File: src/rtl/riscv_pkg.sv
// Shared encodings for the MEM/WB stage: write-back load types, store byte masks,
// access-unit FSM states and the register bundles the access unit carries.
package riscv_pkg;

  typedef enum logic [2:0] {
    RW_NONE = 3'd0,
    RW_LB   = 3'd1,
    RW_LH   = 3'd2,
    RW_LW   = 3'd3,
    RW_LBU  = 3'd4,
    RW_LHU  = 3'd5,
    RW_ALU  = 3'd6
  } regwrite_e;

  localparam logic [3:0] MASK_B = 4'b0001;
  localparam logic [3:0] MASK_H = 4'b0011;
  localparam logic [3:0] MASK_W = 4'b1111;

  typedef enum logic {
    S_IDLE = 1'b0,
    S_BUSY = 1'b1
  } mau_state_e;

  typedef struct packed {
    logic        req;
    logic [3:0]  we;
    logic [31:0] addr;
    logic [31:0] wdata;
  } dmem_cmd_t;

  typedef struct packed {
    logic [31:0] result;
    logic [4:0]  rd;
    logic        regwrite;
    logic        valid;
  } wb_t;

  // Everything needed to finish an access once the memory answers.
  typedef struct packed {
    logic [4:0] rd;
    logic [2:0] ld_type;
    logic [1:0] lo;
    logic       is_load;
  } pend_op_t;

  function automatic logic is_misaligned(input logic       is_load,
                                         input logic [2:0] rw,
                                         input logic [3:0] mask,
                                         input logic [1:0] lo);
    logic half_acc;
    logic word_acc;
    half_acc = is_load ? (rw == RW_LH || rw == RW_LHU) : (mask == MASK_H);
    word_acc = is_load ? (rw == RW_LW) : (mask == MASK_W);
    return (half_acc && lo[0]) || (word_acc && (lo != 2'b00));
  endfunction

endpackage

File: src/rtl/mem_access_unit_if.sv
// Data-memory port of the MEM stage: registered request out, ready/rdata back.
interface mem_access_unit_if;
  logic        dmem_req;
  logic [3:0]  dmem_we;
  logic [31:0] dmem_addr;
  logic [31:0] dmem_wdata;
  logic        dmem_ready;
  logic [31:0] dmem_rdata;

  modport master (
    output dmem_req, dmem_we, dmem_addr, dmem_wdata,
    input  dmem_ready, dmem_rdata
  );

  modport slave (
    input  dmem_req, dmem_we, dmem_addr, dmem_wdata,
    output dmem_ready, dmem_rdata
  );
endinterface

File: src/rtl/load_extend.sv
// Picks the addressed byte/half out of a loaded word and sign- or zero-extends it.
module load_extend
  import riscv_pkg::*;
(
  input  logic [31:0] word,
  input  logic [1:0]  addr,
  input  logic [2:0]  ld_type,
  output logic [31:0] result
);

  logic [7:0]  byte_v;
  logic [15:0] half_v;

  always_comb begin
    byte_v = word[{addr, 3'b000} +: 8];
    half_v = word[{addr[1], 4'b0000} +: 16];
    // NOTE: the default arm assigns result on every path, so no latch is inferred.
    case (ld_type)
      RW_LB:   result = {{24{byte_v[7]}}, byte_v};
      RW_LH:   result = {{16{half_v[15]}}, half_v};
      RW_LBU:  result = {24'h0, byte_v};
      RW_LHU:  result = {16'h0, half_v};
      default: result = word;
    endcase
  end

endmodule

File: src/rtl/mem_access_unit.sv
// MEM stage access unit: passes ALU results to WB, runs one outstanding data-memory
// access at a time through an IDLE/BUSY FSM, and stalls upstream while it waits.
module mem_access_unit
  import riscv_pkg::*;
(
  input  logic                     clk,
  input  logic                     rst_n,
  input  logic [31:0]              AluOutM,
  input  logic [31:0]              StoreDataM,
  input  logic [4:0]               RdM,
  input  logic [31:0]              PCM,
  input  logic [2:0]               RegWriteM,
  input  logic                     MemToRegM,
  input  logic [3:0]               MemWriteM,
  input  logic                     LoadNpcM,
  input  logic                     flush_w,
  mem_access_unit_if.master        dmem,
  output logic [31:0]              ResultW,
  output logic [4:0]               RdW,
  output logic                     RegWriteW,
  output logic                     ValidW,
  output logic                     stall_mem,
  output logic                     misalign_err
);

  mau_state_e state_q, state_d;
  dmem_cmd_t  cmd_q, cmd_d;
  pend_op_t   op_q, op_d;
  wb_t        wb_q, wb_d;
  logic       misalign_q, misalign_d;

  logic        is_mem;
  logic        misaligned;
  logic [31:0] load_word;

  assign is_mem     = MemToRegM || (MemWriteM != 4'b0000);
  assign misaligned = is_misaligned(MemToRegM, RegWriteM, MemWriteM, AluOutM[1:0]);

  load_extend u_load_extend (
    .word    (dmem.dmem_rdata),
    .addr    (op_q.lo),
    .ld_type (op_q.ld_type),
    .result  (load_word)
  );

  always_comb begin
    state_d    = state_q;
    cmd_d      = cmd_q;
    op_d       = op_q;
    wb_d       = '0;
    misalign_d = 1'b0;
    stall_mem  = 1'b0;

    case (state_q)
      S_IDLE: begin
        if (flush_w) begin
          // Dropped op: bubble, no request, and no stall so it does not linger.
        end else if (!is_mem) begin
          wb_d.result   = LoadNpcM ? (PCM + 32'd4) : AluOutM;
          wb_d.rd       = RdM;
          wb_d.regwrite = (RegWriteM != RW_NONE) && (RdM != 5'd0);
          wb_d.valid    = 1'b1;
        end else if (misaligned) begin
          misalign_d = 1'b1;
        end else begin
          stall_mem     = 1'b1;
          state_d       = S_BUSY;
          cmd_d.req     = 1'b1;
          cmd_d.we      = MemWriteM << AluOutM[1:0];
          cmd_d.addr    = {AluOutM[31:2], 2'b00};
          cmd_d.wdata   = StoreDataM << {AluOutM[1:0], 3'b000};
          op_d.rd       = RdM;
          op_d.ld_type  = RegWriteM;
          op_d.lo       = AluOutM[1:0];
          op_d.is_load  = MemToRegM;
        end
      end
      S_BUSY: begin
        if (!dmem.dmem_ready) begin
          stall_mem = 1'b1;
        end else begin
          state_d    = S_IDLE;
          cmd_d      = '0;
          wb_d.valid = 1'b1;
          if (op_q.is_load) begin
            wb_d.result   = load_word;
            wb_d.rd       = op_q.rd;
            wb_d.regwrite = (op_q.rd != 5'd0);
          end
        end
      end
      default: state_d = S_IDLE;
    endcase

    // Outputs read 0 during reset even though this path is combinational.
    if (!rst_n) stall_mem = 1'b0;
  end

  always_ff @(posedge clk or negedge rst_n) begin
    if (!rst_n) begin
      state_q    <= S_IDLE;
      cmd_q      <= '0;
      op_q       <= '0;
      wb_q       <= '0;
      misalign_q <= 1'b0;
    end else begin
      // NOTE: non-blocking assignments so every flop samples the pre-edge values.
      state_q    <= state_d;
      cmd_q      <= cmd_d;
      op_q       <= op_d;
      wb_q       <= wb_d;
      misalign_q <= misalign_d;
    end
  end

  assign dmem.dmem_req   = cmd_q.req;
  assign dmem.dmem_we    = cmd_q.we;
  assign dmem.dmem_addr  = cmd_q.addr;
  assign dmem.dmem_wdata = cmd_q.wdata;

  assign ResultW      = wb_q.result;
  assign RdW          = wb_q.rd;
  assign RegWriteW    = wb_q.regwrite;
  assign ValidW       = wb_q.valid;
  assign misalign_err = misalign_q;

endmodule

File: src/flat_wrapper.sv
// flat-port wrapper written by rule: the top's interface ports become plain ports
module mem_access_unit_flat import riscv_pkg::*;
  (clk, rst_n, AluOutM, StoreDataM, RdM, PCM, RegWriteM, MemToRegM, MemWriteM, LoadNpcM, flush_w, ResultW, RdW, RegWriteW, ValidW, stall_mem, misalign_err, dmem_dmem_req, dmem_dmem_we, dmem_dmem_addr, dmem_dmem_wdata, dmem_dmem_ready, dmem_dmem_rdata);
  mem_access_unit_if dmem_i ();
  input  logic clk;
  input  logic rst_n;
  input  logic [31:0] AluOutM;
  input  logic [31:0] StoreDataM;
  input  logic [4:0] RdM;
  input  logic [31:0] PCM;
  input  logic [2:0] RegWriteM;
  input  logic MemToRegM;
  input  logic [3:0] MemWriteM;
  input  logic LoadNpcM;
  input  logic flush_w;
  output logic [31:0] ResultW;
  output logic [4:0] RdW;
  output logic RegWriteW;
  output logic ValidW;
  output logic stall_mem;
  output logic misalign_err;
  output wire logic [$bits(dmem_i.dmem_req)-1:0] dmem_dmem_req;
  output wire logic [$bits(dmem_i.dmem_we)-1:0] dmem_dmem_we;
  output wire logic [$bits(dmem_i.dmem_addr)-1:0] dmem_dmem_addr;
  output wire logic [$bits(dmem_i.dmem_wdata)-1:0] dmem_dmem_wdata;
  input wire logic [$bits(dmem_i.dmem_ready)-1:0] dmem_dmem_ready;
  input wire logic [$bits(dmem_i.dmem_rdata)-1:0] dmem_dmem_rdata;
  assign dmem_dmem_req = dmem_i.dmem_req;
  assign dmem_dmem_we = dmem_i.dmem_we;
  assign dmem_dmem_addr = dmem_i.dmem_addr;
  assign dmem_dmem_wdata = dmem_i.dmem_wdata;
  assign dmem_i.dmem_ready = dmem_dmem_ready;
  assign dmem_i.dmem_rdata = dmem_dmem_rdata;
  mem_access_unit u_core (.clk(clk), .rst_n(rst_n), .AluOutM(AluOutM), .StoreDataM(StoreDataM), .RdM(RdM), .PCM(PCM), .RegWriteM(RegWriteM), .MemToRegM(MemToRegM), .MemWriteM(MemWriteM), .LoadNpcM(LoadNpcM), .flush_w(flush_w), .dmem(dmem_i), .ResultW(ResultW), .RdW(RdW), .RegWriteW(RegWriteW), .ValidW(ValidW), .stall_mem(stall_mem), .misalign_err(misalign_err));
endmodule
File: config.mk
export PLATFORM = sky130hd
export DESIGN_NAME = mem_access_unit_flat
export DESIGN_NICKNAME = d
export VERILOG_FILES = /design/src/rtl/riscv_pkg.sv /design/src/rtl/mem_access_unit_if.sv /design/src/rtl/load_extend.sv /design/src/rtl/mem_access_unit.sv /design/src/flat_wrapper.sv
export SDC_FILE = /design/constraint.sdc
export NUM_CORES = 1
export LEC_CHECK = 0
export CORE_AREA = 2 2 125 127
export CTS_BUF_LIST = sky130_fd_sc_hd__clkbuf_16
export DETAILED_ROUTE_END_ITERATION = 16
export DIE_AREA = 0 0 127 129
export GPL_TIMING_DRIVEN = 0
export PLACE_DENSITY = 0.91
export SETUP_SLACK_MARGIN = 0.02
export SYNTH_ARGS = -nofsm -noshare
export SYNTH_HDL_FRONTEND = slang
export SYNTH_SLANG_ARGS = --single-unit
File: constraint.sdc
create_clock -name clk -period 2.5 [get_ports clk]
set_input_delay 0.25 -clock clk [delete_from_list [all_inputs] [get_ports clk]]
set_output_delay 0.25 -clock clk [all_outputs]
set_load 0.02 [all_outputs]
[Word level (Yosys, flattened, before mapping)]
Index checks and enable logic that the tools add are counted.
Widths: inputs -> output; s select.
Operators by class
  mux-type cells: 24
  eq/ne operators: 13
  bitwise gates (word level): 3
  shift operators: 4
  reduce and logical (&&, ||, !) cells: 13
  add/subtract/negate cells: 1
Operators with widths (count)
  $mux 69: 4
  $pmux 69 s2: 1
  $pmux 32 s4: 1
  $mux 39: 3
  $pmux 39 s2: 1
  $mux 38: 1
  $add 32x3->32 const B: 1
  $mux 32: 1
  $shiftx 32x6->16: 1
  $shiftx 32x6->8: 1
  $shl 32x5->32: 1
  $mux 1: 11
  $reduce_bool 5->1: 2
  $eq 3x2->1 const B: 3
  $eq 3x3->1 const B: 3
  $reduce_and 4->1: 2
  $ne 2x2->1 const B: 3
  $eq 4x2->1 const B: 1
  $eq 4x4->1 const B: 1
  $reduce_bool 4->1: 1
  $shl 4x2->4: 1
  $eq 3x1->1 const B: 1
  $logic_and 1x1->1: 3
  $logic_or 1x1->1: 3
  other kinds (5): 7
Word-level totals
  register bits after elaboration: 121
  logic and storage cells: 72
  output and inout bits: 110

[Logic depth before layout (Yosys ltp)]
Gate-level depths: netlist of run 1.
  depth in word-level cells: 10
  mapped depth: 8
  mapped depth without buffers: 6

[Cells and area by module]
From an unflattened synthesis of run 1, not the netlist that was laid out.
Unflattened totals
  cells, all modules: 758
  area total of the unflattened synthesis: 6924.1 sq um
Modules (own cells, without submodules)
  mem_access_unit: cells an instance 614, area each 5929.4 sq um, times used 1
  load_extend: cells an instance 144, area each 994.7 sq um, times used 1

[Worst setup path after synthesis of run 1]
No wires, ideal clock.
  path type: input to output
  start: input port AluOutM[0]
  end: output port stall_mem
  required time: 2250 ps
  arrival: 1798 ps
  buffers on the path: 3
  slack: 452 ps
  stages on the path: 8
  cells stage by stage: buf_2 or3b_1 a211oi_2 o22ai_1 and2_1 buf_2 clkbuf_1 o21a_1
Between the ends
  word-level cells in the longest chain between the ends: 8
  elaborated cells on any way between the ends: 9
  classes of those cells: mux: 5; reduce/logical: 4
Ends and longest elaborated chain
  start: declaration: line flat_wrapper.sv:7  | input logic [31:0] AluOutM;
  $reduce_bool 2->1: line riscv_pkg.sv:54  | return (half_acc && lo[0]) || (word_acc && (lo != 2'b00));
  $logic_and 1x1->1: line riscv_pkg.sv:54
  $logic_or 1x1->1 *: line riscv_pkg.sv:54
  $mux 1 *: line mem_access_unit.sv:63  | end else if (misaligned) begin
  $mux 1 *: line mem_access_unit.sv:58  | end else if (!is_mem) begin
  $mux 1 *: line mem_access_unit.sv:56  | if (flush_w) begin
  $pmux 1 s2 *: line mem_access_unit.sv:54  | case (state_q)
  $mux 1 *: line mem_access_unit.sv:96  | if (!rst_n) stall_mem = 1'b0;
  end: declaration: line flat_wrapper.sv:20  | output logic stall_mem;
Mark *: on every way between the ends. The rest lies on a longest branch, timed or not.

[Worst setup path after layout of run 1]
  start: input port RegWriteM[1]
  end: output port stall_mem
Between the ends
  word-level cells in the longest chain between the ends: 10
  elaborated cells on any way between the ends: 14
  classes of those cells: eq/ne: 3; mux: 7; reduce/logical: 4
Ends and longest elaborated chain
  start: declaration: line flat_wrapper.sv:11  | input logic [2:0] RegWriteM;
  $eq 3x2->1 or $eq 3x3->1 (tied branches): line riscv_pkg.sv:52  | half_acc = is_load ? (rw == RW_LH || rw == RW_LHU) : (mask == MASK_H);
  $logic_or 1x1->1: line riscv_pkg.sv:52
  $mux 1: line riscv_pkg.sv:52
  $logic_and 1x1->1: line riscv_pkg.sv:54
  $logic_or 1x1->1 *: line riscv_pkg.sv:54
  $mux 1 *: line mem_access_unit.sv:63
  $mux 1 *: line mem_access_unit.sv:58
  $mux 1 *: line mem_access_unit.sv:56
  $pmux 1 s2 *: line mem_access_unit.sv:54
  $mux 1 *: line mem_access_unit.sv:96
Marked as above.

==> run_results.csv, run 1 <==
group,metric,value,unit
drt,vias,7317,
worst_setup_path,path_cells,"clkdlybuf4s50_1 -> nand4b_1 -> a31oi_2 -> o22ai_4 -> and2_1 -> buf_4 -> o21a_1 -> clkbuf_2",
worst_setup_path,cp_max_fo,17,
floorplan,rows,45,
place,dp_hpwl,20.6,mm
clock_network,clkTransAtPathRegs,0.06,ns
logic_synthesis,synthAdderAreaFrac,0.187,%
finish,nets,1167,
logic_synthesis,synth-compound-area-share,17.9,%
power,p_per_area,721,mW/mm^2
floorplan,io_pins,256,
place,postPlaceCellArea,0.00946,mm^2
global_route,antenna_found_initial,2,
logic_synthesis,synth_top_family_by_area,"simple AND/OR/NAND/NOR gates",
clock_network,tritoncts,"done",
power,leakage,0.00413,uW
clock_network,cts_max_level,4,
sta,rsz0062_at_grt,"no",
drt,wire_per_inst,22.1,um
clock_network,clock_latency,0.43,ns
sta,tns,0,ns
logic_synthesis,synth_simple_gate_area_share,19.6,%
place,port_buffers,251,
clock_network,clockBufferDepth,2,
finish,area_growth,50.7,%
floorplan,die_y,129,um
logic_synthesis,yosys_warnings,0,
floorplan,die_area,0.0164,mm^2
sta,period_share,94.1,%
drt,vias_per_cell,5.99,
finish,final_area,0.0101,mm^2
logic_synthesis,yosys_most_used_dff,"dfrtp_1",
finish,layout.cells.most_common,"clkdlybuf4s50_1",
logic_synthesis,synth-seq-cells,119,
worst_setup_path,end_kind,"output pin",
logic_synthesis,synth_xor_area_share,3.02,%
global_route,overflow,0,
worst_setup_path,arrival,2.10,ns
global_route,grt_pass1_wl,40.7,mm
sta,period_needed,2.35,ns
global_route,grtUsageTotal,32.8,%
finish,drive_above_1_share,7.84,%
floorplan,initial_core_util,44.6,%
min_path,hold_class,"in2reg",
worst_setup_path,cp.required,2.25,ns
floorplan,die_x,127,um
drt,firstDrtPassIters,5,
worst_setup_path,critical_path_class,"in2out",
worst_setup_path,slowest_delay,0.51,ns
clock_network,cts.sinks,119,
outcome,status,"completed",
sta,whs,0.282,ns
drt,drc,0,
sta,tightest_slew,0.791,ns
worst_setup_path,cp-start-kind,"input pin",
clock_network,cts_root_buf,"clkbuf_16",
place,gp_congestion,0.973,
sta,maxSlewViolCount,0,
drt,wirelength,27.1,mm
sta,setup_viol,0,
sta,hold_violations,0,
drt,ant_nets,0,
global_route,grt_pass1_vias,7201,
logic_synthesis,synth.distinct_cells,62,
sta,timing.final.ws_setup,0.146,ns
global_route,grt_max_degree,75,
logic_synthesis,synth_cells,746,
power,power.total,7260,uW
logic_synthesis,netlist_area,0.00668,mm^2
finish,final_cell_mix,"clkdlybuf4s50_1, dfrtp_1, nand2_1, o21ai_0, nand3_1",
drt,drt_iter0_drc,756,
place,dp_slack,-0.910,ns
flow_run,drv_cap,0,
sta,max_freq,425,MHz
logic_synthesis,synth_edf_count,0,
logic_synthesis,syn_area_per_cell,8.95,um^2
sta,fin_skew,0.00580,ns
power,peakVddDrop,476,uV
logic_synthesis,synthMuxAreaShare,10.5,%
logic_synthesis,ys_seq_area_share,44.6,%
clock_network,cts_buffers,17,
worst_setup_path,slowest_stage,"clkdlybuf4s50_1",
sta,maxSlewHeadroom,46.8,%
logic_synthesis,async_flop_share,100,%
floorplan,core-area,0.0150,mm^2
synth_stat cells (3+ instances only):
cell	number	area share, %
nor2b_1	4	0.37
xnor2_1	14	1.8
and4_1	3	0.39
o221ai_1	3	0.39
a21oi_1	25	1.9
o2111ai_1	9	1.2
and2_1	4	0.37
dfrtp_1	119	45
clkbuf_1	44	2.5
buf_2	4	0.30
mux2_2	14	2.4
nand3_1	65	4.9
a222oi_1	7	1.0
nor3_1	8	0.60
or4_1	6	0.67
inv_1	11	0.62
o31ai_1	5	0.56
and3_1	8	0.75
nand3b_1	4	0.45
a21o_1	4	0.45
buf_1	6	0.34
o21ai_1	6	0.45
nand4_1	5	0.47
nand2_1	110	6.2
o211ai_1	10	1.1
o21ai_0	90	6.7
mux2_4	10	2.2
nor2_1	43	2.4
nor4_1	8	0.75
xor2_1	9	1.2
a22o_1	5	0.66
mux2i_1	37	5.5
o22ai_1	9	0.84
cell families (layout without fill, tap and decap cells):
group | Yosys count | count (layout)
multiplexers | 62 | 62
XOR/XNOR | 23 | 23
flip-flops | 119 | 119
buffers and inverters | 68 | 354
AND/OR/NAND/NOR | 280 | 280
AO/OA/AOI/OAI | 192 | 192
adder cells (fa/ha/maj) | 1 | 1
other | 1 | 3
worst max-delay path, delay by kind of cell:
family	cells	cell delay (ns)
buffers and inverters	3	0.86
AND/OR/NAND/NOR	2	0.41
AO/OA/AOI/OAI	3	0.59
sequential cells by signal, indices dropped and copies added, names as in the netlist:
signal	cells
u_core.dmem.dmem_addr	30
u_core.misalign_err	1
u_core.dmem.dmem_req	1
u_core.ValidW	1
u_core.op_q	11
u_core.state_q	1
u_core.RegWriteW	1
u_core.dmem.dmem_we	4
u_core.dmem.dmem_wdata	32
u_core.RdW	5
u_core.ResultW	32
what timing repair did:
item / 4_1_cts / 5_1_grt
pin swaps: 3 / 1
gates resized for setup: 18 / 6
hold buffers: 1 / 0
buffers inserted: 2 / 0
setup endpoints to repair: 3 / 12
hold endpoints to repair: 46 / 0
stage by stage:
| step | cells | util [%] |
|---|---|---|
| 2_1_floorplan | 747 | - |
| 3_3_place_gp | 1186 | 62.9 |
| 3_5_place_dp | 1187 | 63.1 |
| 4_1_cts | 1221 | 67.1 |
| 5_1_grt | 1221 | 67.2 |
| 6_report | 1222 | 67.2 |
final timing paths:
kind,start,cells after the start,slack [ns],to
max,RegWriteM[1],8,0.15,stall_mem
min,RegWriteM[2],2,0.28,u_core.op_q[5]$_DFFE_PN0P_
max reg2reg,u_core.op_q[2]$_DFFE_PN0P_,7,0.22,u_core.ResultW[19]$_DFF_PN0_
min reg2reg,u_core.dmem.dmem_req$_DFFE_PN0P_,1,0.47,u_core.dmem.dmem_req$_DFFE_PN0P_
max in group asynchronous,rst_n,3,1.44,u_core.ResultW[24]$_DFF_PN0_
min in group asynchronous,rst_n,2,0.33,u_core.dmem.dmem_wdata[11]$_DFFE_PN0P_
per-layer routing:
layer	wire length, um	vias to the layer above	GRT usage, %	share of wire (%)
li1	-	3255	-	-
met1	10200	3498	39.8	38
met2	12900	479	54.8	48
met3	2730	83	8.40	10
met4	1200	2	16.2	4.4
met5	11	-	0	0.041
report_power, final:
| part | total [uW] | switching (uW) | internal [uW] |
|---|---|---|---|
| Sequential | 2460 | 202 | 2260 |
| Combinational | 2620 | 1470 | 1150 |
| Clock | 2180 | 935 | 1240 |
cell type report:
class	count	area (um^2)
diodes	1	2.50
repair buffers	255	2560
multi-input cells	560	3500
clock inverters	15	90.1
fillers	1220	4920
plain buffers	56	234
well taps	188	235
flip-flops and latches	119	2980
clock buffers	17	425
inverters	11	41.3
(Power assumes the default switching activity.)
==> inputs of run 2 (changes only) <==
- CORE_AREA: 2 2 125 127 -> 4 4 127 129
- DIE_AREA: 0 0 127 129 -> 0 0 131 133
==> run 2 against run 1 <==
Net effect:
- count of clock-buffer cells in the layout did not move
- die area rose by 6.3%
- total power rose by 5.3%
- routed wire length rose by 0.53%
- worst setup slack got worse by 0.034 ns
- first-iteration DRC count fell by 1.1%
- fmax fell by 1.4%
- core utilization rose by 0.36 points
- critical path depth fell by 2
- largest cell class unchanged
==> run_results.csv, run 2 (synthesis gave the netlist of run 1 again) <==
group,metric,value,unit
power,power.clock.fraction,33.6,%
sta,tightest_slew,0.903,ns
clock_network,cts_max_level,4,
drt,wirelength,27.2,mm
sta,max_freq,419,MHz
worst_setup_path,cp_max_fo,10,
global_route,grt_pass1_wl,40.1,mm
place,postPlaceCellArea,0.00946,mm^2
drt,vias,7299,
clock_network,tritoncts,"done",
finish,fin_util,67.5,%
clock_network,clockBufferDepth,2,
power,p_sw_share,33.8,%
power,peakVddDrop,595,uV
drt,vias_per_cell,5.96,
floorplan,rows,45,
sta,maxSlewHeadroom,39.4,%
finish,area_growth,52.1,%
worst_setup_path,crit_buf_inv,1,
min_path,hold_class,"in2async",
place,dp_cells,1187,
floorplan,die_x,131,um
global_route,grt-busiest-layer,"met2",
finish,fillers,1169,
sta,period_share,95.5,%
floorplan,die_y,133,um
global_route,grt_util_met3,9.08,%
worst_setup_path,rr_endpoint,"u_core.ResultW[6]$_DFF_PN0_",
worst_setup_path,cp.required,2.76,ns
place,port_buffers,251,
worst_setup_path,end_kind,"flip-flop",
global_route,met2_usage,47.6,%
finish,stdcell_count,1224,
drt,drt_iter0_drc,748,
sta,whs,0.272,ns
sta,setup_viol,0,
global_route,overflow,0,
sta,period_needed,2.39,ns
sta,hold_violations,0,
finish,nets,1169,
clock_network,clock_latency,0.42,ns
sta,tns,0,ns
global_route,grt_pass1_vias,7227,
global_route,antenna_found_initial,3,
global_route,grt_use_met1,36.9,%
floorplan,die_area,0.0174,mm^2
power,seqPwrFrac,32.1,%
power,leakage,0.00418,uW
sta,maxSlewViolCount,0,
drt,drc,0,
worst_setup_path,crit_start,"u_core.op_q[4]$_DFFE_PN0P_",
clock_network,cts_buffers,17,
floorplan,core-area,0.0150,mm^2
finish,layout.cells.most_common,"clkdlybuf4s50_1",
sta,rsz0062_at_grt,"no",
place,gp_congestion,0.976,
outcome,status,"completed",
global_route,grt_max_degree,94,
drt,wire_per_inst,22.2,um
drt,ant_nets,0,
floorplan,io_pins,256,
power,p_per_area,753,mW/mm^2
worst_setup_path,arrival,2.65,ns
place,dp_hpwl,20.9,mm
clock_network,clkTransAtPathRegs,0.05,ns
worst_setup_path,path_delay_family,"compound AO/OA/AOI/OAI gates",
clock_network,cts_root_buf,"clkbuf_16",
worst_setup_path,r2r_slack,0.11,ns
finish,final_cell_mix,"clkdlybuf4s50_1, dfrtp_1, nand2_1, o21ai_0, nand3_1",
power,p_int,5060,uW
finish,drive_above_1_share,7.44,%
clock_network,cts.sinks,119,
finish,final_area,0.0102,mm^2
global_route,grtUsageTotal,30.2,%
worst_setup_path,r2r_start,"u_core.op_q[4]$_DFFE_PN0P_",
flow_run,drv_cap,0,
worst_setup_path,slowest_stage,"a222oi_1",
worst_setup_path,cp-start-kind,"flip-flop",
power,power_switching,2580,uW
worst_setup_path,critical_path_class,"reg2reg",
power,combPwrFrac,34.3,%
drt,firstDrtPassIters,9,
sta,fin_skew,0.00667,ns
worst_setup_path,path_cells,"clkbuf_1 -> nor3b_1 -> nand2_1 -> o41a_1 -> a222oi_1 -> o22ai_1",
worst_setup_path,slowest_delay,0.52,ns
floorplan,initial_core_util,44.4,%
worst_setup_path,r2r_cells,6,
-- run 2: cell types whose count changed in the layout (fill, tap and decap cells not counted), moves of 2 or more --
cell | previous run | this run
bufinv_16 | 0 | 4
buf_4 | 5 | 7
dlygate4sd2_1 | 5 | 7
clkinv_2 | 7 | 2
clkinvlp_4 | 4 | 1
clkinv_1 | 1 | 5
-- run 2: timing repair --
action                     in CTS  in global routing
hold buffers                    1                  0
gates resized for setup        16                  5
pin swaps                       1                  2
setup endpoints to repair       2                 14
hold endpoints to repair       27                  0
setup buffers                   2                  2
-- run 2: final cells by class --
class	count	area, um^2	share of cell area [%]
antenna	1	2.50	0.0246
buffer	56	233	2.29
clock buffer	17	425	4.19
clock inverter	15	183	1.80
inverter	11	41.3	0.407
multi-input combinational	560	3490	34.4
sequential	119	2980	29.3
tap	188	235	2.32
timing repair buffer	257	2570	25.3
-- run 2: power groups by stage --
stage	logic (uW)	registers, uW	clock network [uW]
3_5_place_dp	2560	2470	0
2_1_floorplan	959	2800	0
5_1_grt	2790	2480	2660
3_3_place_gp	2520	2470	0
4_1_cts	2580	2450	2590
6_report	2620	2450	2560
-- run 2: worst max-delay path by stage --
| stage | to | slack [ns] | cells after the start |
|---|---|---|---|
| 6_report | u_core.ResultW[6]$_DFF_PN0_ | 0.11 | 6 |
| 5_1_grt | u_core.ResultW[23]$_DFF_PN0_ | 0.03 | 7 |
| 4_1_cts | stall_mem | 0.03 | 8 |
| 3_5_place_dp | stall_mem | -0.87 | 9 |
| 3_3_place_gp | u_core.dmem.dmem_addr[16]$_DFFE_PN0P_ | -3.64 | 1 |
| 2_1_floorplan | stall_mem | 0.45 | 8 |
-- run 2: metrics by stage --
step | setup WS [ns] | power (uW)
3_5_place_dp | -0.867 | 5040
5_1_grt | 0.0253 | 7940
4_1_cts | 0.0285 | 7620
3_3_place_gp | -3.64 | 4990
6_report | 0.112 | 7640
2_1_floorplan | 0.452 | 3750
-- run 2: routing by layer --
metal | routed length [um] | vias up
met5 | 20 | -
met4 | 1380 | 4
met3 | 3360 | 108
met2 | 12600 | 561
met1 | 9900 | 3374
li1 | - | 3252
==> inputs of run 3 (changes only) <==
- CORE_AREA: 4 4 127 129 -> 2 2 125 127
- DIE_AREA: 0 0 131 133 -> 0 0 127 129
==> results of run 3 <==
No change in the layout: final DEF, timing and power equal those of run 1.
